`src/rtl/cd_sector_sync.sv`:
```
// cd_sector_sync: finds CD-ROM sector sync, extracts the header and buffers header+data.
// Optional build macro: CD_DESCRAMBLE_EN (ECMA-130 descrambling of sector bytes 12..2351).
//
// Ports:
//   CLK_12M     system clock, all logic on the rising edge
//   RESET       synchronous active-high reset
//   DECEN       decoder enable; low forces HUNT and blocks buffer writes
//   BYTE_VALID  BYTE_IN carries a sector byte this cycle
//   BYTE_IN     raw sector byte
//   WA_LOAD     load write address from WA_IN (wins over increment)
//   WA_IN       new write address
//   BUF_WE      buffer write strobe, one cycle after the byte
//   BUF_ADDR    buffer write address (current WA)
//   BUF_DATA    buffer write data
//   HEAD        {minute, second, frame, mode} of the last completed sector
//   PT          buffer address of header byte 0 of the last completed sector
//   WA          current write address
//   LOCKED      sync lock held
//   MISSES      consecutive missed syncs while locked
//   DECI        one-cycle sector-complete pulse
module cd_sector_sync #(
   parameter int BUF_AW   = 14,
   parameter int MISS_MAX = 3
) (
   input  logic              CLK_12M,
   input  logic              RESET,
   input  logic              DECEN,
   input  logic              BYTE_VALID,
   input  logic [7:0]        BYTE_IN,
   input  logic              WA_LOAD,
   input  logic [BUF_AW-1:0] WA_IN,
   output logic              BUF_WE,
   output logic [BUF_AW-1:0] BUF_ADDR,
   output logic [7:0]        BUF_DATA,
   output logic [31:0]       HEAD,
   output logic [BUF_AW-1:0] PT,
   output logic [BUF_AW-1:0] WA,
   output logic              LOCKED,
   output logic [1:0]        MISSES,
   output logic              DECI
);

   typedef enum logic [1:0] {
      S_HUNT,
      S_HEADER,
      S_DATA,
      S_SYNC
   } state_t;

   localparam logic [95:0] SYNC_PAT = {8'h00, {10{8'hFF}}, 8'h00};
   localparam logic [11:0] HDR_LAST  = 12'd3;
   localparam logic [11:0] DATA_LAST = 12'd2335;
   localparam logic [11:0] SYNC_LAST = 12'd11;
   localparam logic [BUF_AW-1:0] WA_ONE = 1;

   state_t r_state;
   state_t w_state_nxt;
   logic [11:0] r_cnt;
   logic [11:0] w_cnt_nxt;
   logic r_locked;
   logic w_lock_nxt;
   logic [1:0] r_miss;
   logic [1:0] w_miss_nxt;

   logic [95:0] r_sh;
   logic [95:0] w_shift;
   logic w_match;

   logic w_wr;
   logic w_hdr;
   logic w_hdr0;
   logic w_last;
   logic w_sync_end;
   logic [7:0] w_db;

   logic r_we;
   logic r_hdr0;
   logic r_last;
   logic [7:0] r_data;
   logic [31:0] r_hsh;
   logic [BUF_AW-1:0] r_wa;
   logic [BUF_AW-1:0] r_pt_sh;
   logic [BUF_AW-1:0] r_pt;
   logic [31:0] r_head;
   logic r_deci;

   // Detection always looks at raw bytes, including the incoming one.
   assign w_shift = {r_sh[87:0], BYTE_IN};
   assign w_match = (w_shift == SYNC_PAT);

`ifdef CD_DESCRAMBLE_EN
   logic [14:0] r_lfsr;
   logic [14:0] w_lfsr_nxt;
   logic [7:0]  w_key;

   // Eight LFSR steps per byte, key bits emitted LSB first.
   always_comb begin
      w_lfsr_nxt = r_lfsr;
      w_key      = '0;
      for (int b = 0; b < 8; b++) begin
         w_key[b]   = w_lfsr_nxt[0];
         w_lfsr_nxt = {w_lfsr_nxt[0] ^ w_lfsr_nxt[1], w_lfsr_nxt[14:1]};
      end
   end

   always_ff @(posedge CLK_12M) begin
      if (RESET) begin
         r_lfsr <= 15'h0001;
      end else if (w_sync_end) begin
         r_lfsr <= 15'h0001;
      end else if (w_wr) begin
         r_lfsr <= w_lfsr_nxt;
      end
   end

   assign w_db = BYTE_IN ^ w_key;
`else
   assign w_db = BYTE_IN;
`endif

   always_ff @(posedge CLK_12M) begin
      if (RESET) begin
         r_state  <= S_HUNT;
         r_cnt    <= '0;
         r_locked <= 1'b0;
         r_miss   <= '0;
      end else begin
         r_state  <= w_state_nxt;
         r_cnt    <= w_cnt_nxt;
         r_locked <= w_lock_nxt;
         r_miss   <= w_miss_nxt;
      end
   end

   always_comb begin
      w_state_nxt = r_state;
      w_cnt_nxt   = r_cnt;
      w_lock_nxt  = r_locked;
      w_miss_nxt  = r_miss;
      w_wr        = 1'b0;
      w_hdr       = 1'b0;
      w_hdr0      = 1'b0;
      w_last      = 1'b0;
      w_sync_end  = 1'b0;
      if (!DECEN) begin
         w_state_nxt = S_HUNT;
         w_cnt_nxt   = '0;
         w_lock_nxt  = 1'b0;
         w_miss_nxt  = '0;
      end else if (BYTE_VALID) begin
         unique case (r_state)
            S_HUNT: begin
               if (w_match) begin
                  w_state_nxt = S_HEADER;
                  w_cnt_nxt   = '0;
                  w_lock_nxt  = 1'b1;
                  w_miss_nxt  = '0;
                  w_sync_end  = 1'b1;
               end
            end
            S_HEADER: begin
               w_wr   = 1'b1;
               w_hdr  = 1'b1;
               w_hdr0 = (r_cnt == '0);
               if (r_cnt == HDR_LAST) begin
                  w_state_nxt = S_DATA;
                  w_cnt_nxt   = '0;
               end else begin
                  w_cnt_nxt = r_cnt + 12'd1;
               end
            end
            S_DATA: begin
               w_wr = 1'b1;
               if (r_cnt == DATA_LAST) begin
                  w_state_nxt = S_SYNC;
                  w_cnt_nxt   = '0;
                  w_last      = 1'b1;
               end else begin
                  w_cnt_nxt = r_cnt + 12'd1;
               end
            end
            S_SYNC: begin
               if (r_cnt == SYNC_LAST) begin
                  // The shift register now holds exactly this sync field.
                  w_cnt_nxt = '0;
                  if (w_match) begin
                     w_state_nxt = S_HEADER;
                     w_miss_nxt  = '0;
                     w_sync_end  = 1'b1;
                  end else if (int'(r_miss) + 1 < MISS_MAX) begin
                     w_state_nxt = S_HEADER;
                     w_miss_nxt  = r_miss + 2'd1;
                     w_sync_end  = 1'b1;
                  end else begin
                     w_state_nxt = S_HUNT;
                     w_lock_nxt  = 1'b0;
                     w_miss_nxt  = '0;
                  end
               end else begin
                  w_cnt_nxt = r_cnt + 12'd1;
               end
            end
         endcase
      end
   end

   always_ff @(posedge CLK_12M) begin
      if (RESET) begin
         r_sh    <= '0;
         r_we    <= 1'b0;
         r_hdr0  <= 1'b0;
         r_last  <= 1'b0;
         r_data  <= '0;
         r_hsh   <= '0;
         r_wa    <= '0;
         r_pt_sh <= '0;
         r_pt    <= '0;
         r_head  <= '0;
         r_deci  <= 1'b0;
      end else begin
         if (BYTE_VALID) begin
            r_sh <= w_shift;
         end
         r_we   <= w_wr;
         r_hdr0 <= w_hdr0;
         r_last <= w_last;
         if (w_wr) begin
            r_data <= w_db;
         end
         if (w_hdr) begin
            r_hsh <= {r_hsh[23:0], w_db};
         end
         // A write in flight uses the old address; a load redirects later ones.
         if (WA_LOAD) begin
            r_wa <= WA_IN;
         end else if (r_we) begin
            r_wa <= r_wa + WA_ONE;
         end
         if (r_we && r_hdr0) begin
            r_pt_sh <= r_wa;
         end
         r_deci <= 1'b0;
         if (r_we && r_last && DECEN) begin
            r_deci <= 1'b1;
            r_head <= r_hsh;
            r_pt   <= r_pt_sh;
         end
      end
   end

   assign BUF_WE   = r_we;
   assign BUF_ADDR = r_wa;
   assign BUF_DATA = r_data;
   assign HEAD     = r_head;
   assign PT       = r_pt;
   assign WA       = r_wa;
   assign LOCKED   = r_locked;
   assign MISSES   = r_miss;
   assign DECI     = r_deci;

endmodule

```
`config.mk`:
```
export PLATFORM = sky130hd
export DESIGN_NAME = cd_sector_sync
export DESIGN_NICKNAME = d
export VERILOG_FILES = /design/src/rtl/cd_sector_sync.sv
export SDC_FILE = /design/constraint.sdc
export NUM_CORES = 1
export LEC_CHECK = 0
export CELL_PAD_IN_SITES_DETAIL_PLACEMENT = 1
export CELL_PAD_IN_SITES_GLOBAL_PLACEMENT = 2
export CORE_UTILIZATION = 35
export CTS_CLUSTER_SIZE = 20
export DETAILED_ROUTE_END_ITERATION = 8
export MAX_ROUTING_LAYER = met4
export PLACE_DENSITY_LB_ADDON = 0.1
export SYNTH_ARGS = -nofsm -noshare
export SYNTH_HDL_FRONTEND = slang
export SYNTH_SLANG_ARGS = --single-unit
```
`constraint.sdc`:
```
create_clock -name CLK_12M -period 5 [get_ports CLK_12M]
set_clock_uncertainty 0.2 [all_clocks]
set_input_delay 0.75 -clock CLK_12M [delete_from_list [all_inputs] [get_ports CLK_12M]]
set_output_delay 0.75 -clock CLK_12M [all_outputs]
set_load 0.05 [all_outputs]
```
==> flow_summary_export.csv, run 1 <==
group,metric,value,unit
sta,slew_viol_final,0,
synth,ys.flop_type,"dfxtp_1",
hold_path,hp-class,"reg2reg",
route,drt_iter0_markers,233,
clock_tree,cts_tree,"done",
cells_and_area,filler_cell_count,2786,
route,vias,6818,
clock_tree,cts_max_path_buffers,3,
synth,synth_nets,1034,
synth,synth_seq_cells,223,
synth,syn_area,8681,um2
die,initial_core_util,35.69,%
global_route,gr-total-overflow,0,
worst_setup_path,cp.required,5.23,ns
die,ioPinCount,114,
sta,worst-slew-pin-transition,0.9991,ns
worst_setup_path,crit_chain,"clkdlybuf4s50_1 > or4b_1 > nor4_1 > nand4_1 > o21a_2 > or4_1 > a21oi_1",
cells_and_area,antenna_cells,0,
sta,finalHoldViolCount,0,
cells_and_area,final_area,10780,um2
sta,max_clock_freq,294.3,MHz
power_and_ir_drop,leakage,3.950,nW
synth,synth_edf_count,0,
die,num_rows,57,
power_and_ir_drop,vdd_drop_max,267.2,uV
global_route,grt_max_degree,117,
clock_tree,htreeDepth,1,
clock_tree,holdBufCountCts,0,
die,dieHeight,159.5,um
route,vias_per_cell,4.822,
cells_and_area,nets,1104,
worst_setup_path,crit_fanout,28,
worst_setup_path,crit_path_end_kind,"register",
sta,setup_viol,0,
global_route,grtUsageTotal,18.59,%
sta,maxSlewHeadroom,33.19,%
synth,syn_inst,1000,
worst_setup_path,cp_top_family,"simple AND/OR/NAND/NOR gates",
synth,async_flop_share,0,%
placement,place_congestion,0.7698,
cells_and_area,final_common_cell,"dfxtp_1",
global_route,antenna_found_initial,0,
sta,worst_slack,1.602,ns
worst_setup_path,critPathKind,"in2reg",
clock_tree,clkTransAtPathRegs,0.06,ns
status,outcome,"finished, final reports clean",
sta,post-route-min-period,3.398,ns
hold_path,holdCritStartpoint,"r_pt_sh[0]",
sta,fin_crit_sh,67.97,%
sta,grt_setup_unrepaired,"false",
clock_tree,clockRootBuffer,"clkbuf_16",
worst_setup_path,arrival,3.63,ns
route,final_antenna_net_count,0,
placement,placed_cell_area,9917,um2
global_route,grt_pass1_wl,37750,um
placement,hpwl,15390,um
route,drt_wl_total,22980,um
worst_setup_path,start_kind,"primary input",
sta,setup_tns,0,ns
power_and_ir_drop,p_per_area,358.1,nW/um2
worst_setup_path,worstSetupStartpoint,"BYTE_IN[3]",
global_route,grt_pass1_vias,6855,
route,wl_per_cell,16.25,um
placement,pre_cts_ws,0.9776,ns
worst_setup_path,critPathSlowestCell,"or4b_1",
cells_and_area,drive_gt1_share,5.229,%
synth,yosys_warnings,0,
placement,io_buffers,113,
clock_tree,post_cts_resized,0,
worst_setup_path,regToRegStartpoint,"r_sh[83]",
die,die-area,25440,um2
clock_tree,worstSkewPairLatency,0.53,ns
clock_tree,post-cts-setup-buffers,0,
synth,synth_area_per_cell,8.681,um2
worst_setup_path,path_buf_inv,1,
clock_tree,cts_buffers,26,
flow_run,maxCapViolations,0,
cells_and_area,area_delta_synth_final,24.20,%
synth,yosys.cell_types.count,42,
cells_and_area,most-common-layout-cells,"dfxtp_1 (223), nand2_1 (204), nor2_1 (125)",
clock_tree,cts.sinks,223,
die,core_area,24320,um2
placement,dp_cells,1366,
synth,yosysSeqAreaShare,51.43,%
die,die_x,159.5,um
cells_and_area,final_cells,1414,
route,drc_errors,0,
route,dr.pass1.iters,4,
worst_setup_path,cp_slowest_stage_delay,0.57,ns
[through the flow]
stage	hold slack, ns	util, %	power, mW
2_1_floorplan	0.2322	-	1.983
3_3_place_gp	0.2414	40.78	2.048
3_5_place_dp	0.2465	40.78	2.048
4_1_cts	0.2514	44.33	3.925
5_1_grt	0.2754	44.33	4.019
6_report	0.2500	44.33	3.861
[logic make-up (layout without fill, tap and decap cells)]
kind of cell             count (synthesis)  after routing  share of synthesized area [%]
AO/OA/AOI/OAI                          142            142                          8.706
adder cells (fa/ha/maj)                  7              7                          1.009
buffers and inverters                   90            180                          4.627
AND/OR/NAND/NOR                        423            423                          21.16
XOR/XNOR                                13             13                          1.312
flip-flops                             223            223                          51.43
multiplexers                           102            102                          11.76
[tightest hold or removal path: cells and delay by family, from the launching register on]
family | cells | cell delay [ns]
flip-flops | 1 | 0.31
AND/OR/NAND/NOR | 1 | 0.05
AO/OA/AOI/OAI | 1 | 0.05
[registers in the layout, indices dropped and copies added (netlist names)]
register,count
BUF_ADDR,14
BUF_DATA,8
BUF_WE,1
DECI,1
HEAD,32
LOCKED,1
MISSES,2
PT,14
r_cnt,12
r_hdr0,1
r_hsh,32
r_last,1
r_pt_sh,14
r_sh,88
r_state,2
[final timing paths]
kind              slack, ns  cells after the start        to
hold / removal         0.25                      2     PT[0]
setup / recovery       1.60                      7  r_cnt[9]
setup reg to reg       2.04                      6  r_cnt[9]
hold reg to reg        0.25                      2     PT[0]
[synth_stat cells (8+ instances only)]
library cell	number	area (um2)
dfxtp_1	223	4464
inv_1	12	45.04
buf_1	16	60.06
nand2_1	204	765.7
or3_1	10	62.56
nor2_1	125	469.2
nand4_1	27	168.9
clkbuf_1	44	165.2
nand3_1	11	55.05
nor4_1	8	50.05
buf_4	14	105.1
o21ai_0	12	60.06
mux2i_1	102	1021
a21oi_1	115	575.6
[routing by layer]
| metal | GRT usage [%] | vias up | wire, um |
|---|---|---|---|
| met3 | 2.631 | 23 | 635 |
| met5 | - | - | 0 |
| met1 | 25.02 | 3219 | 11630 |
| met4 | 3.890 | 0 | 308 |
| li1 | - | 3494 | - |
| met2 | 29.60 | 82 | 10400 |
[area by class of cell]
cell class | instances | area, um2 | share of cell area [%]
Clock buffer | 43 | 824.5 | 7.648
Inverter | 12 | 45.04 | 0.4178
Sequential cell | 223 | 4464 | 41.41
Clock inverter | 5 | 40.04 | 0.3714
Multi-Input combinational cell | 687 | 3820 | 35.43
Timing Repair Buffer | 120 | 1182 | 10.97
Tap cell | 324 | 405.4 | 3.760
[report_power, final]
part           switching, mW  total [mW]  internal [mW]  leakage (nW)
Clock                  0.733        1.85           1.12         0.429
Sequential            0.0207        1.81           1.79          1.80
Combinational          0.123       0.194         0.0713          1.72
Total                  0.876        3.86           2.98          3.95
(Power assumes the default switching activity.)
==> inputs of run 2 (changes only) <==
--- a/config.mk
+++ b/config.mk
@@ -7,7 +7,7 @@
 export LEC_CHECK = 0
 export CELL_PAD_IN_SITES_DETAIL_PLACEMENT = 1
 export CELL_PAD_IN_SITES_GLOBAL_PLACEMENT = 2
-export CORE_UTILIZATION = 35
+export CORE_UTILIZATION = 30
 export CTS_CLUSTER_SIZE = 20
 export DETAILED_ROUTE_END_ITERATION = 8
 export MAX_ROUTING_LAYER = met4
==> constraint.sdc (replaced) <==
create_clock -name CLK_12M -period 2.8 [get_ports CLK_12M]
set_clock_uncertainty 0.2 [all_clocks]
set_input_delay 0.42 -clock CLK_12M [delete_from_list [all_inputs] [get_ports CLK_12M]]
set_output_delay 0.42 -clock CLK_12M [all_outputs]
set_load 0.05 [all_outputs]
==> flow_summary_export.csv, run 2 (synthesis gave the netlist of run 1 again) <==
group,metric,value,unit
status,outcome,"finished, final reports clean",
global_route,grt_max_degree,111,
worst_setup_path,arrival,2.94,ns
placement,dp_cells,1451,
route,drc_errors,0,
cells_and_area,final_common_cell,"dfxtp_1",
sta,finalHoldViolCount,0,
clock_tree,cts.sinks,223,
sta,post-route-min-period,2.702,ns
worst_setup_path,crit_cells,9,
worst_setup_path,reg2reg_depth,8,
placement,hpwl,16820,um
sta,setup_tns,0,ns
power_and_ir_drop,leakage,4.079,nW
sta,fin_crit_sh,96.49,%
power_and_ir_drop,swShare,23.06,%
clock_tree,cts_tree,"done",
clock_tree,htreeDepth,1,
clock_tree,post-cts-setup-buffers,0,
worst_setup_path,cp_slowest_stage_delay,0.54,ns
placement,place_congestion,0.7723,
cells_and_area,most-common-layout-cells,"dfxtp_1 (223), nand2_1 (204), nor2_1 (125)",
cells_and_area,final_area,11070,um2
die,die-area,29620,um2
hold_path,holdPathStages,2,
clock_tree,worstSkewPairLatency,0.52,ns
route,wl_per_cell,16.41,um
cells_and_area,final_cells,1495,
worst_setup_path,worstSetupStartpoint,"BYTE_IN[1]",
power_and_ir_drop,seq_power_share,48.1,%
clock_tree,clockRootBuffer,"clkbuf_16",
clock_tree,cts_max_path_buffers,3,
clock_tree,holdBufCountCts,0,
sta,slew_viol_final,0,
power_and_ir_drop,switchingPower,1.552,mW
route,drt_wl_total,24530,um
route,final_antenna_net_count,0,
worst_setup_path,path_buf_inv,3,
sta,worst-slew-pin-transition,1.026,ns
cells_and_area,multiInputGateArea,3847,um2
global_route,antenna_found_initial,0,
global_route,grt_pass1_wl,38430,um
die,core_area,28090,um2
sta,finalHoldWorstSlack,0.04551,ns
sta,maxSlewHeadroom,31.59,%
worst_setup_path,crit_chain,"clkdlybuf4s50_1 > or4b_1 > nor4_2 > nand4_1 > buf_4 > o21a_4 > buf_4 > or3_1 > a21oi_1",
die,initial_core_util,30.91,%
die,dieHeight,172.1,um
power_and_ir_drop,p_int,5.178,mW
cells_and_area,seq_area,4464,um2
worst_setup_path,cp_top_family,"simple AND/OR/NAND/NOR gates",
cells_and_area,top_register,"r_sh",
clock_tree,post_cts_resized,0,
sta,setup_viol,0,
clock_tree,cts_buffers,26,
worst_setup_path,cp.required,3.04,ns
placement,placed_cell_area,10270,um2
worst_setup_path,start_kind,"primary input",
cells_and_area,antenna_cells,0,
cells_and_area,filler_cell_count,3341,
flow_run,maxCapViolations,0,
cells_and_area,nets,1135,
route,vias,7010,
route,dr.pass1.iters,4,
clock_tree,clkTransAtPathRegs,0.06,ns
cells_and_area,area_delta_synth_final,27.53,%
cells_and_area,largest_reg_flops,88,
worst_setup_path,critPathKind,"in2reg",
worst_setup_path,crit_path_end_kind,"register",
power_and_ir_drop,p_clk_share,46.3,%
global_route,grtUsageTotal,17.01,%
worst_setup_path,cpMostUsedCell,"buf_4",
die,ioPinCount,114,
global_route,grt_pass1_vias,6864,
hold_path,holdCritStartpoint,"RESET",
worst_setup_path,crit_fanout,11,
placement,io_buffers,113,
power_and_ir_drop,pwr-share-comb,5.6,%
power_and_ir_drop,vdd_drop_max,441.7,uV
worst_setup_path,critPathSlowestCell,"or4b_1",
cells_and_area,drive_gt1_share,7.610,%
power_and_ir_drop,p_per_area,607.9,nW/um2
die,die_x,172.1,um
route,vias_per_cell,4.689,
worst_setup_path,regToRegStartpoint,"r_sh[86]",
die,num_rows,61,
global_route,gr-total-overflow,0,
route,drt_iter0_markers,303,
hold_path,hp-class,"in2reg",
sta,max_clock_freq,370.1,MHz
-- run 2: changes by cell type in the layout (fill, tap and decap cells not counted), sizes merged --
cell    delta
buf       +31
clkbuf     -4
-- run 2: per-layer routing --
| metal | vias to the layer above | routed length (um) | global-route usage [%] |
|---|---|---|---|
| met5 | - | 0 | - |
| met4 | 0 | 481 | 4.194 |
| met3 | 32 | 654 | 2.152 |
| met2 | 86 | 11490 | 27.70 |
| met1 | 3344 | 11910 | 22.32 |
| li1 | 3548 | - | - |
-- run 2: final timing paths --
| check | endpoint | slack (ns) |
|---|---|---|
| min | BUF_ADDR[4] | 0.05 |
| max reg2reg | r_cnt[10] | 0.12 |
| max | r_cnt[10] | 0.1 |
| min reg2reg | HEAD[20] | 0.25 |
-- run 2: through the flow --
stage	total power, mW	util [%]	worst slack, ns
finish	6.730	39.42	0.09823
global route	6.997	39.42	-0.04169
CTS	6.865	39.32	0.02105
detailed placement	3.687	36.56	-0.4913
global placement	3.686	36.56	-0.4578
floorplan	3.541	-	0.2987
-- run 2: worst reg2reg max path: stages, from the launching register on --
cell	delay [ns]
dfxtp_1	0.31
or4b_1	0.55
nor4_2	0.30
nand4_1	0.13
buf_4	0.18
o21a_4	0.27
buf_4	0.17
or3_1	0.34
a21oi_1	0.16
-- run 2: layout make-up --
type,instances,share of cell area (%)
Sequential cell,223,40.33
Tap cell,378,4.272
Multi-Input combinational cell,687,34.75
Clock inverter,5,0.2260
Timing Repair Buffer,151,13.23
Inverter,12,0.4069
Clock buffer,39,6.781
-- run 2: power by group through the flow --
stage / clock, mW / combinational [mW] / sequential, mW
after global routing: 3.36 / 0.402 / 3.24
after global placement: 0 / 0.383 / 3.30
final: 3.12 / 0.378 / 3.23
after CTS: 3.25 / 0.384 / 3.23
after detailed placement: 0 / 0.383 / 3.30
after floorplan: 0 / 0.207 / 3.33
==> inputs of run 3 (changes only) <==
--- a/config.mk
+++ b/config.mk
@@ -12,6 +12,7 @@
 export DETAILED_ROUTE_END_ITERATION = 8
 export MAX_ROUTING_LAYER = met4
 export PLACE_DENSITY_LB_ADDON = 0.1
+export SKIP_CTS_REPAIR_TIMING = 1
 export SYNTH_ARGS = -nofsm -noshare
 export SYNTH_HDL_FRONTEND = slang
 export SYNTH_SLANG_ARGS = --single-unit
==> results of run 3 <==
Final layout, timing and power as in run 2 (identical DEF).
